$ cat src/rtl/ma_stage_lsu_if.sv
// Memory-access stage bus: execute request, data-memory port and writeback result.
// master = the surrounding pipeline/memory, slave = the stage itself.
interface ma_stage_lsu_if #(
  parameter int MEM_ADDR_WIDTH = 12,
  parameter int REG_ADDR_WIDTH = 5
);
  logic                      ex_valid;
  logic                      ex_ready;
  logic [31:0]               ex_alu_result;
  logic [31:0]               ex_store_data;
  logic                      ex_is_ld;
  logic                      ex_is_st;
  logic [1:0]                ex_size;
  logic                      ex_unsigned;
  logic [REG_ADDR_WIDTH-1:0] ex_rd;
  logic                      ex_wb_en;

  logic [MEM_ADDR_WIDTH-1:0] dmem_waddr;
  logic [31:0]               dmem_wdata;
  logic [3:0]                dmem_wbe;
  logic                      dmem_wen;
  logic [MEM_ADDR_WIDTH-1:0] dmem_raddr;
  logic                      dmem_ren;
  logic [31:0]               dmem_rdata;

  logic                      ma_valid;
  logic                      ma_ready;
  logic [31:0]               ma_result;
  logic [REG_ADDR_WIDTH-1:0] ma_rd;
  logic                      ma_wb_en;
  logic                      ma_misalign;

  modport master (
    output ex_valid, ex_alu_result, ex_store_data, ex_is_ld, ex_is_st,
           ex_size, ex_unsigned, ex_rd, ex_wb_en, ma_ready, dmem_rdata,
    input  ex_ready, dmem_waddr, dmem_wdata, dmem_wbe, dmem_wen,
           dmem_raddr, dmem_ren, ma_valid, ma_result, ma_rd, ma_wb_en,
           ma_misalign
  );

  modport slave (
    input  ex_valid, ex_alu_result, ex_store_data, ex_is_ld, ex_is_st,
           ex_size, ex_unsigned, ex_rd, ex_wb_en, ma_ready, dmem_rdata,
    output ex_ready, dmem_waddr, dmem_wdata, dmem_wbe, dmem_wen,
           dmem_raddr, dmem_ren, ma_valid, ma_result, ma_rd, ma_wb_en,
           ma_misalign
  );
endinterface

$ cat src/rtl/ma_stage_lsu.sv
// Memory-access stage: sized/byte-enabled stores, sign/zero-extended loads with a
// fixed read latency, misalignment flagging and a one-entry output register.
//
//   state   | meaning
//   --------+---------------------------------------------------------------
//   IDLE    | can accept when the output register is free or draining
//   RD_WAIT | aligned load issued; counting down until dmem_rdata is valid
module ma_stage_lsu #(
  parameter int MEM_ADDR_WIDTH = 12,
  parameter int RD_LATENCY     = 1,
  parameter int REG_ADDR_WIDTH = 5
) (
  input logic           clk,
  input logic           rst,
  ma_stage_lsu_if.slave bus
);
  typedef enum logic {IDLE = 1'b0, RD_WAIT = 1'b1} state_t;

  state_t                    state;
  logic [1:0]                lat_cnt;
  logic [1:0]                ld_off;
  logic [1:0]                ld_size;
  logic                      ld_unsigned;
  logic [REG_ADDR_WIDTH-1:0] ld_rd;
  logic                      ld_wb_en;

  logic                      ma_valid_q;
  logic [31:0]               ma_result_q;
  logic [REG_ADDR_WIDTH-1:0] ma_rd_q;
  logic                      ma_wb_en_q;
  logic                      ma_misalign_q;

  logic [1:0]  off;
  logic        is_mem;
  logic        misalign;
  logic        accept;
  logic        do_ld;
  logic        do_st;
  logic [3:0]  st_be;
  logic [31:0] st_data;
  logic [31:0] rd_shift;
  logic [31:0] ld_data;

  assign off      = bus.ex_alu_result[1:0];
  assign is_mem   = bus.ex_is_ld | bus.ex_is_st;
  assign misalign = is_mem & (((bus.ex_size == 2'b01) & off[0]) |
                              (bus.ex_size[1] & (off != 2'b00)));

  // rst gates ex_ready so nothing is accepted and no strobe leaks during reset
  assign bus.ex_ready = ~rst & (state == IDLE) & (~ma_valid_q | bus.ma_ready);
  assign accept       = bus.ex_valid & bus.ex_ready;
  assign do_ld        = accept & bus.ex_is_ld & ~misalign;
  assign do_st        = accept & bus.ex_is_st & ~misalign;

  // Place store data on every lane it could land in and enable only the addressed ones
  always_comb begin
    st_be   = 4'b1111;
    st_data = bus.ex_store_data;
    case (bus.ex_size)
      2'b00: begin
        st_be   = 4'b0001 << off;
        st_data = {4{bus.ex_store_data[7:0]}};
      end
      2'b01: begin
        st_be   = 4'b0011 << {off[1], 1'b0};
        st_data = {2{bus.ex_store_data[15:0]}};
      end
      default: ;
    endcase
  end

  assign bus.dmem_wen   = do_st;
  assign bus.dmem_waddr = do_st ? bus.ex_alu_result[MEM_ADDR_WIDTH+1:2] : '0;
  assign bus.dmem_wbe   = do_st ? st_be : 4'b0000;
  assign bus.dmem_wdata = do_st ? st_data : 32'h0;
  assign bus.dmem_ren   = do_ld;
  assign bus.dmem_raddr = do_ld ? bus.ex_alu_result[MEM_ADDR_WIDTH+1:2] : '0;

  // Align the returned word using the offset/size captured when the load was accepted
  always_comb begin
    rd_shift = bus.dmem_rdata >> {ld_off, 3'b000};
    case (ld_size)
      2'b00:   ld_data = {{24{~ld_unsigned & rd_shift[7]}}, rd_shift[7:0]};
      2'b01:   ld_data = {{16{~ld_unsigned & rd_shift[15]}}, rd_shift[15:0]};
      default: ld_data = rd_shift;
    endcase
  end

  // FSM, load context and output register; a drain and a new fill may share one edge
  always_ff @(posedge clk) begin
    if (rst) begin
      state         <= IDLE;
      lat_cnt       <= 2'd0;
      ld_off        <= 2'd0;
      ld_size       <= 2'd0;
      ld_unsigned   <= 1'b0;
      ld_rd         <= '0;
      ld_wb_en      <= 1'b0;
      ma_valid_q    <= 1'b0;
      ma_result_q   <= 32'h0;
      ma_rd_q       <= '0;
      ma_wb_en_q    <= 1'b0;
      ma_misalign_q <= 1'b0;
    end else begin
      if (ma_valid_q && bus.ma_ready) ma_valid_q <= 1'b0;
      case (state)
        IDLE: begin
          if (do_ld) begin
            state       <= RD_WAIT;
            lat_cnt     <= 2'(RD_LATENCY - 1);
            ld_off      <= off;
            ld_size     <= bus.ex_size;
            ld_unsigned <= bus.ex_unsigned;
            ld_rd       <= bus.ex_rd;
            ld_wb_en    <= bus.ex_wb_en;
          end else if (accept) begin
            ma_valid_q    <= 1'b1;
            ma_result_q   <= bus.ex_alu_result;
            ma_rd_q       <= bus.ex_rd;
            ma_wb_en_q    <= bus.ex_wb_en & ~bus.ex_is_st & ~misalign;
            ma_misalign_q <= misalign;
          end
        end
        RD_WAIT: begin
          if (lat_cnt == 2'd0) begin
            state         <= IDLE;
            ma_valid_q    <= 1'b1;
            ma_result_q   <= ld_data;
            ma_rd_q       <= ld_rd;
            ma_wb_en_q    <= ld_wb_en;
            ma_misalign_q <= 1'b0;
          end else begin
            lat_cnt <= lat_cnt - 2'd1;
          end
        end
        default: state <= IDLE;
      endcase
    end
  end

  assign bus.ma_valid    = ma_valid_q;
  assign bus.ma_result   = ma_result_q;
  assign bus.ma_rd       = ma_rd_q;
  assign bus.ma_wb_en    = ma_wb_en_q;
  assign bus.ma_misalign = ma_misalign_q;
endmodule
$ cat src/flat_wrapper.sv
// flat-port wrapper written by rule: the top's interface ports become plain ports
module ma_stage_lsu_flat 
#(
  parameter int MEM_ADDR_WIDTH = 12,
  parameter int RD_LATENCY     = 1,
  parameter int REG_ADDR_WIDTH = 5
)
  (clk, rst, bus_ex_valid, bus_ex_alu_result, bus_ex_store_data, bus_ex_is_ld, bus_ex_is_st, bus_ex_size, bus_ex_unsigned, bus_ex_rd, bus_ex_wb_en, bus_ma_ready, bus_dmem_rdata, bus_ex_ready, bus_dmem_waddr, bus_dmem_wdata, bus_dmem_wbe, bus_dmem_wen, bus_dmem_raddr, bus_dmem_ren, bus_ma_valid, bus_ma_result, bus_ma_rd, bus_ma_wb_en, bus_ma_misalign);
  ma_stage_lsu_if #(.MEM_ADDR_WIDTH(MEM_ADDR_WIDTH), .REG_ADDR_WIDTH(REG_ADDR_WIDTH)) bus_i ();
  input logic clk;
  input logic rst;
  input wire logic [$bits(bus_i.ex_valid)-1:0] bus_ex_valid;
  input wire logic [$bits(bus_i.ex_alu_result)-1:0] bus_ex_alu_result;
  input wire logic [$bits(bus_i.ex_store_data)-1:0] bus_ex_store_data;
  input wire logic [$bits(bus_i.ex_is_ld)-1:0] bus_ex_is_ld;
  input wire logic [$bits(bus_i.ex_is_st)-1:0] bus_ex_is_st;
  input wire logic [$bits(bus_i.ex_size)-1:0] bus_ex_size;
  input wire logic [$bits(bus_i.ex_unsigned)-1:0] bus_ex_unsigned;
  input wire logic [$bits(bus_i.ex_rd)-1:0] bus_ex_rd;
  input wire logic [$bits(bus_i.ex_wb_en)-1:0] bus_ex_wb_en;
  input wire logic [$bits(bus_i.ma_ready)-1:0] bus_ma_ready;
  input wire logic [$bits(bus_i.dmem_rdata)-1:0] bus_dmem_rdata;
  output wire logic [$bits(bus_i.ex_ready)-1:0] bus_ex_ready;
  output wire logic [$bits(bus_i.dmem_waddr)-1:0] bus_dmem_waddr;
  output wire logic [$bits(bus_i.dmem_wdata)-1:0] bus_dmem_wdata;
  output wire logic [$bits(bus_i.dmem_wbe)-1:0] bus_dmem_wbe;
  output wire logic [$bits(bus_i.dmem_wen)-1:0] bus_dmem_wen;
  output wire logic [$bits(bus_i.dmem_raddr)-1:0] bus_dmem_raddr;
  output wire logic [$bits(bus_i.dmem_ren)-1:0] bus_dmem_ren;
  output wire logic [$bits(bus_i.ma_valid)-1:0] bus_ma_valid;
  output wire logic [$bits(bus_i.ma_result)-1:0] bus_ma_result;
  output wire logic [$bits(bus_i.ma_rd)-1:0] bus_ma_rd;
  output wire logic [$bits(bus_i.ma_wb_en)-1:0] bus_ma_wb_en;
  output wire logic [$bits(bus_i.ma_misalign)-1:0] bus_ma_misalign;
  assign bus_i.ex_valid = bus_ex_valid;
  assign bus_i.ex_alu_result = bus_ex_alu_result;
  assign bus_i.ex_store_data = bus_ex_store_data;
  assign bus_i.ex_is_ld = bus_ex_is_ld;
  assign bus_i.ex_is_st = bus_ex_is_st;
  assign bus_i.ex_size = bus_ex_size;
  assign bus_i.ex_unsigned = bus_ex_unsigned;
  assign bus_i.ex_rd = bus_ex_rd;
  assign bus_i.ex_wb_en = bus_ex_wb_en;
  assign bus_i.ma_ready = bus_ma_ready;
  assign bus_i.dmem_rdata = bus_dmem_rdata;
  assign bus_ex_ready = bus_i.ex_ready;
  assign bus_dmem_waddr = bus_i.dmem_waddr;
  assign bus_dmem_wdata = bus_i.dmem_wdata;
  assign bus_dmem_wbe = bus_i.dmem_wbe;
  assign bus_dmem_wen = bus_i.dmem_wen;
  assign bus_dmem_raddr = bus_i.dmem_raddr;
  assign bus_dmem_ren = bus_i.dmem_ren;
  assign bus_ma_valid = bus_i.ma_valid;
  assign bus_ma_result = bus_i.ma_result;
  assign bus_ma_rd = bus_i.ma_rd;
  assign bus_ma_wb_en = bus_i.ma_wb_en;
  assign bus_ma_misalign = bus_i.ma_misalign;
  ma_stage_lsu #(.MEM_ADDR_WIDTH(MEM_ADDR_WIDTH), .RD_LATENCY(RD_LATENCY), .REG_ADDR_WIDTH(REG_ADDR_WIDTH)) u_core (.clk(clk), .rst(rst), .bus(bus_i));
endmodule
$ cat config.mk
export PLATFORM = sky130hd
export DESIGN_NAME = ma_stage_lsu_flat
export DESIGN_NICKNAME = d
export VERILOG_FILES = /design/src/rtl/ma_stage_lsu_if.sv /design/src/rtl/ma_stage_lsu.sv /design/src/flat_wrapper.sv
export SDC_FILE = /design/constraint.sdc
export NUM_CORES = 1
export LEC_CHECK = 0
export ABC_CLOCK_PERIOD_IN_PS = 1900
export CAP_MARGIN = 40
export CORE_MARGIN = 4
export CORE_UTILIZATION = 40
export DETAILED_ROUTE_END_ITERATION = 10
export HOLD_SLACK_MARGIN = 0.05
export PLACE_DENSITY_LB_ADDON = 0.3
export REMOVE_ABC_BUFFERS = 1
export SLEW_MARGIN = 30
export SYNTH_ARGS = -nofsm -noshare
export SYNTH_HDL_FRONTEND = slang
export SYNTH_SLANG_ARGS = --single-unit
$ cat constraint.sdc
create_clock -name clk -period 1.9 [get_ports clk]
set_input_delay 0.38 -clock clk [delete_from_list [all_inputs] [get_ports clk]]
set_output_delay 0.38 -clock clk [all_outputs]
set_load 0.02 [all_outputs]
# [Word level (Yosys, flattened, before mapping)]
# Cells that the tools add are included.
[totals] register_bits=54 output_inout_bits=103 wordCells=88
[op_classes] add_sub_neg=1 n_eq_ne=7 shift=3 mux=34 n_bitwise=23 reduce_logical=8
[op_table] operator="case mux 32 bit (2 select lines)" n=3
[op_table] operator="2-to-1 mux 32 bit" n=4
[op_table] operator="right shift 32 x 5 -> 32 bit" n=1
[op_table] operator="2-to-1 mux 12 bit" n=2
[op_table] operator="2-to-1 mux 5 bit" n=3
[op_table] operator="bitwise AND 1 bit" n=14
[op_table] operator="2-to-1 mux 1 bit" n=12
[op_table] operator="case mux 5 bit (2 select lines)" n=1
[op_table] operator="case mux 1 bit (2 select lines)" n=4
[op_table] operator="case mux 4 bit (2 select lines)" n=1
[op_table] operator="logical NOT 2 bit" n=3
[op_table] operator="inequality test 2 bit (second input constant)" n=3
[op_table] operator="inverter 1 bit" n=6
[op_table] operator="equality test 2 x 1 -> 1 bit (second input constant)" n=2
[op_table] operator="2-to-1 mux 2 bit" n=2
[op_table] operator="2-to-1 mux 4 bit" n=1
[op_table] operator="inequality test 2 x 1 -> 1 bit (second input constant)" n=2
[op_table] operator="case mux 2 bit (2 select lines)" n=1
[op_table] operator="AND reduction 2 bit" n=2
[op_table] operator="left shift 1 x 2 -> 4 bit (first input constant)" n=1
[op_table] operator="left shift 2 x 2 -> 4 bit (first input constant)" n=1
[op_table] operator="OR 1 bit" n=3
[op_table] operator="AND reduction 3 bit" n=1
[op_table] operator="nonzero test 2 bit" n=1
[op_table] operator="2 further kinds" n=2

# [Longest topological paths before layout]
[logic_depth] ltp_word=9 mapped_depth=8 ltp_nobuf=5

# [Least setup slack after synthesis]
# Ideal clock, no wire load.
[synth_timing] kind="flip-flop to output port" startpoint="register u_core.state" endpoint="output port bus_dmem_wbe[2]" t_arrival_ns=1.570 required_time_ns=1.520 setup_slack_ns=-0.050 stages_incl_launch_ff=8 cell_sequence="dfxtp_1 buf_2 nor2_1 and3_1 buf_4 buf_2 nand2_1 nor3_1"
[synth_via] elab_chain_len=7
[synth_lines] element="start: declaration" line_no="ma_stage_lsu.sv:19" text="state_t state;"
[synth_lines] element="start signal: assignment" line_no="ma_stage_lsu.sv:92" text="state <= IDLE;"
[synth_lines] element="start signal: assignment" line_no="ma_stage_lsu.sv:109" text="state <= RD_WAIT;"
[synth_lines] element="start signal: assignment" line_no="ma_stage_lsu.sv:126" text="state <= IDLE;"
[synth_lines] element="inverter 1 bit (no source line)"
[synth_lines] element="bitwise AND 1 bit (2 in series)" line_no="ma_stage_lsu.sv:50" text="assign bus.ex_ready = ~rst & (state == IDLE) & (~ma_valid_q | bus.ma_ready);"
[synth_lines] element="bitwise AND 1 bit" line_no="ma_stage_lsu.sv:51" text="assign accept = bus.ex_valid & bus.ex_ready;"
[synth_lines] element="bitwise AND 1 bit (2 in series)" line_no="ma_stage_lsu.sv:53" text="assign do_st = accept & bus.ex_is_st & ~misalign;"
[synth_lines] element="2-to-1 mux 4 bit" line_no="ma_stage_lsu.sv:74" text="assign bus.dmem_wbe = do_st ? st_be : 4'b0000;"
[synth_lines] element="end: declaration" line_no="flat_wrapper.sv:26" text="output wire logic [$bits(bus_i.dmem_wbe)-1:0] bus_dmem_wbe;"
# Every way passes these cells.

# [Final worst setup path]
[layout_timing] startpoint="input port rst" endpoint="output port bus_dmem_wdata[5]"
[layout_via] elab_chain_len=7
[layout_lines] element="start: declaration" line_no="flat_wrapper.sv:11" text="input logic rst;"
[layout_lines] element="inverter 1 bit" line_no="ma_stage_lsu.sv:50"
[layout_lines] element="bitwise AND 1 bit (2 in series)" line_no="ma_stage_lsu.sv:50"
[layout_lines] element="bitwise AND 1 bit" line_no="ma_stage_lsu.sv:51"
[layout_lines] element="bitwise AND 1 bit (2 in series)" line_no="ma_stage_lsu.sv:53"
[layout_lines] element="2-to-1 mux 32 bit" line_no="ma_stage_lsu.sv:75" text="assign bus.dmem_wdata = do_st ? st_data : 32'h0;"
[layout_lines] element="end: declaration" line_no="flat_wrapper.sv:25" text="output wire logic [$bits(bus_i.dmem_wdata)-1:0] bus_dmem_wdata;"
# Every way passes these cells.

==> reports/qor.yml <==
layout:
  area_delta_synth_final_pct: 74.1
  final_cells: 879
  diodes: 0
  layout.nets: 857
  n_fill_cell: 742
  multiInputGateArea_um2: 2640
  final_layout_size_suffix_gt1_share_pct: 27.7
  seq_area_um2: 1080
synthesis:
  synth_common_cells: "61 x mux2i_1, 54 x dfxtp_1, 50 x a21oi_1"
  yosysMostFrequentCell: "mux2i_1"
  yosysSeqAreaShare_pct: 27.3
  synth_top_area_share_pct: 27.3
  synth_edf_count: 0
  dominantRegCellSynth: "dfxtp_1"
  synth_cell_type_count: 45
  yosysTopAreaCell: "dfxtp_1"
  async_flop_share_pct: 0
  yosysWarningCount: 0
  synth.top_cells.by_area: "dfxtp_1 27%, mux2i_1 15%, a21oi_1 6.3%"
  synthCells: 498
  synth_seq_cells: 54
  synth_area_um2: 3960
  avgSynthCellArea_um2: 7.94
setup_path:
  worstPathRequired_ns: 1.52
  crit_path_max_fanout: 5
  worstSetupPathType: "in -> out"
  cp_data_arrival_time_ns: 1.66
  endpoint_kind: "output port"
  cp-start-kind: "primary input"
route:
  drc_errors: 0
  wl_um: 16500
  avgRoutedWirePerCell_um: 18.7
  drtIter0Drc: 324
  route.vias.total: 4919
  ant_nets: 0
  vias_per_cell: 5.60
  drt_pass1_iterations: 4
die:
  rows: 36
  die_h_um: 107
  dieArea_um2: 11500
  die_w_um: 107
  io_pins: 214
  core_um2: 9680
  initial_core_util_pct: 40.8
place:
  port_buffers: 213
  dpl.hpwl_um: 11900
  gp_congestion: 0.882
  place_ws_ns: -0.906
  placed_cells: 862
clock_network:
  htreeDepth: 2
  cts-root-buf: "clkbuf_8"
  cts_inserted_buffers: 5
  clock_path_buffers: 2
  clk_latency_ns: 0.32
  cts_tree: "done"
  clock_sinks: 54
  hold_buffers: 0
  clk_pin_slew_ns: 0.11
timing:
  fmax_mhz: 491
  tns_ns: -5.94
  finalHoldViolations: 0
  finalClockSkew_ns: 0.00870
  fin_ws_ns: -0.137
  grt_setup_unrepaired: "yes"
  worstMarginPinSlew_ns: 0.690
  finalCritPeriodShare_pct: 107
  final_max_slew_viol_count: 0
  slew_headroom_pct: 54.0
  finalSetupViolations: 67
  fin_crit_ns: 2.04
  finalHoldWorstSlack_ns: 0.467
grt:
  met2_usage_pct: 48.9
  grt_pass1_wl_um: 24800
  grt_use_met3_pct: 5.46
  first_global_vias: 4968
  top_usage_layer: "met2"
  grt_overflow_total: 0
  grt_util_met1_pct: 30.6
  grt_max_degree: 61
  grt_use_total_pct: 27.0
  antenna_found_initial: 0
job:
  drv_cap: 0
pwr:
  p_total_uw: 3230
  powerDensity_nw_per_um2: 469
  ir_drop_uv: 314
  p_leak_uw: 0.00274
run_status:
  violations: "setup timing"
  status: "complete, but fails checks"
hold_path:
  hold_class: "reg -> reg"
==> area by class of cell <==
class | count | area share (%)
multi-input combinational | 361 | 38.4
clock buffer | 5 | 0.999
tap | 133 | 2.42
sequential | 54 | 15.7
timing repair buffer | 289 | 40.2
inverter | 34 | 1.93
clock inverter | 3 | 0.363
==> through the flow <==
step | cell area [um2] | utilization (%)
floorplan | 3710 | -
global placement | 6560 | 67.8
detailed placement | 6560 | 67.8
CTS | 6840 | 70.6
global route | 6890 | 71.1
finish | 6890 | 71.1
==> routing by layer <==
layer | vias to the layer above | part of all wire, %
met2 | 253 | 50
met4 | 0 | 3.7
met5 | - | 0
met3 | 38 | 8.8
met1 | 2315 | 37
li1 | 2313 | -
==> worst paths after layout <==
check / startpoint / to / slack (ns) / cells after the start
setup reg to reg: u_core.state / u_core.bus.ma_result[14] / -0.07 / 4
hold / removal: u_core.bus.ma_result[20] / u_core.bus.ma_result[20] / 0.47 / 2
hold reg to reg: u_core.bus.ma_result[20] / u_core.bus.ma_result[20] / 0.47 / 2
setup / recovery: rst / bus_dmem_wdata[5] / -0.14 / 8
==> sequential cells by signal (all words and copies together), names as in the netlist, 2 cells and up <==
signal / flops
u_core.bus.ma_result: 32
u_core.bus.ma_rd: 5
u_core.ld_rd: 5
u_core.lat_cnt: 2
u_core.ld_off: 2
u_core.ld_size: 2
==> layout by cell type (no fill, tap or decap), drive strengths merged <==
| cell type | n |
|---|---|
| dlygate4sd2 | 5 |
| nand2 | 12 |
| o2bb2ai | 7 |
| nand2b | 4 |
| o41ai | 7 |
| or2 | 3 |
| clkinvlp | 1 |
| and3 | 13 |
| clkbuf | 5 |
| a22oi | 1 |
| o2111ai | 7 |
| xnor2 | 1 |
| clkdlybuf4s50 | 142 |
| mux2i | 61 |
| a2bb2oi | 7 |
| clkinv | 2 |
| o311ai | 1 |
| inv | 34 |
| buf | 142 |
| a221oi | 1 |
| a21oi | 51 |
| nand3 | 13 |
| nand3b | 1 |
| a211oi | 27 |
| o21a | 2 |
| or3b | 1 |
| o32ai | 17 |
| o21ai | 39 |
| o22ai | 1 |
| o21bai | 1 |
| nor2 | 47 |
| nor2b | 2 |
| dfxtp | 54 |
| ha | 1 |
| nor3 | 3 |
| o211ai | 7 |
| and2 | 22 |
| a311oi | 1 |
==> what timing repair did <==
item / in CTS / in global routing
resized for setup: 399 / 21
hold endpoints to repair: 0 / 0
setup endpoints to repair: 103 / 102
pin swaps: 13 / 4
setup buffers: 5 / 1
gates cloned: 4 / 0
==> cell families (layout without fill, tap and decap cells) <==
family	after synthesis	after routing	share of synthesized area, %
multiplexers	61	61	15.4
XOR/XNOR	1	1	0.221
buffers and inverters	83	331	9.49
AND/OR/NAND/NOR	121	121	15.1
AO/OA/AOI/OAI	177	177	32.1
flip-flops	54	54	27.3
adder cells (fa/ha/maj)	1	1	0.316
==> worst max-delay path, cell delays in order <==
cell           delay [ns]
dlygate4sd2_1        0.27
nor2_4               0.12
and3_4               0.24
nand3_4              0.12
inv_6                0.11
buf_6                0.14
and2_1               0.15
buf_6                0.12
==> power breakdown <==
group / internal (uW) / switching [uW]
logic: 669 / 601
registers: 1210 / 48.2
clock network: 268 / 432
No activity file was read; power rests on OpenSTA's default activity.
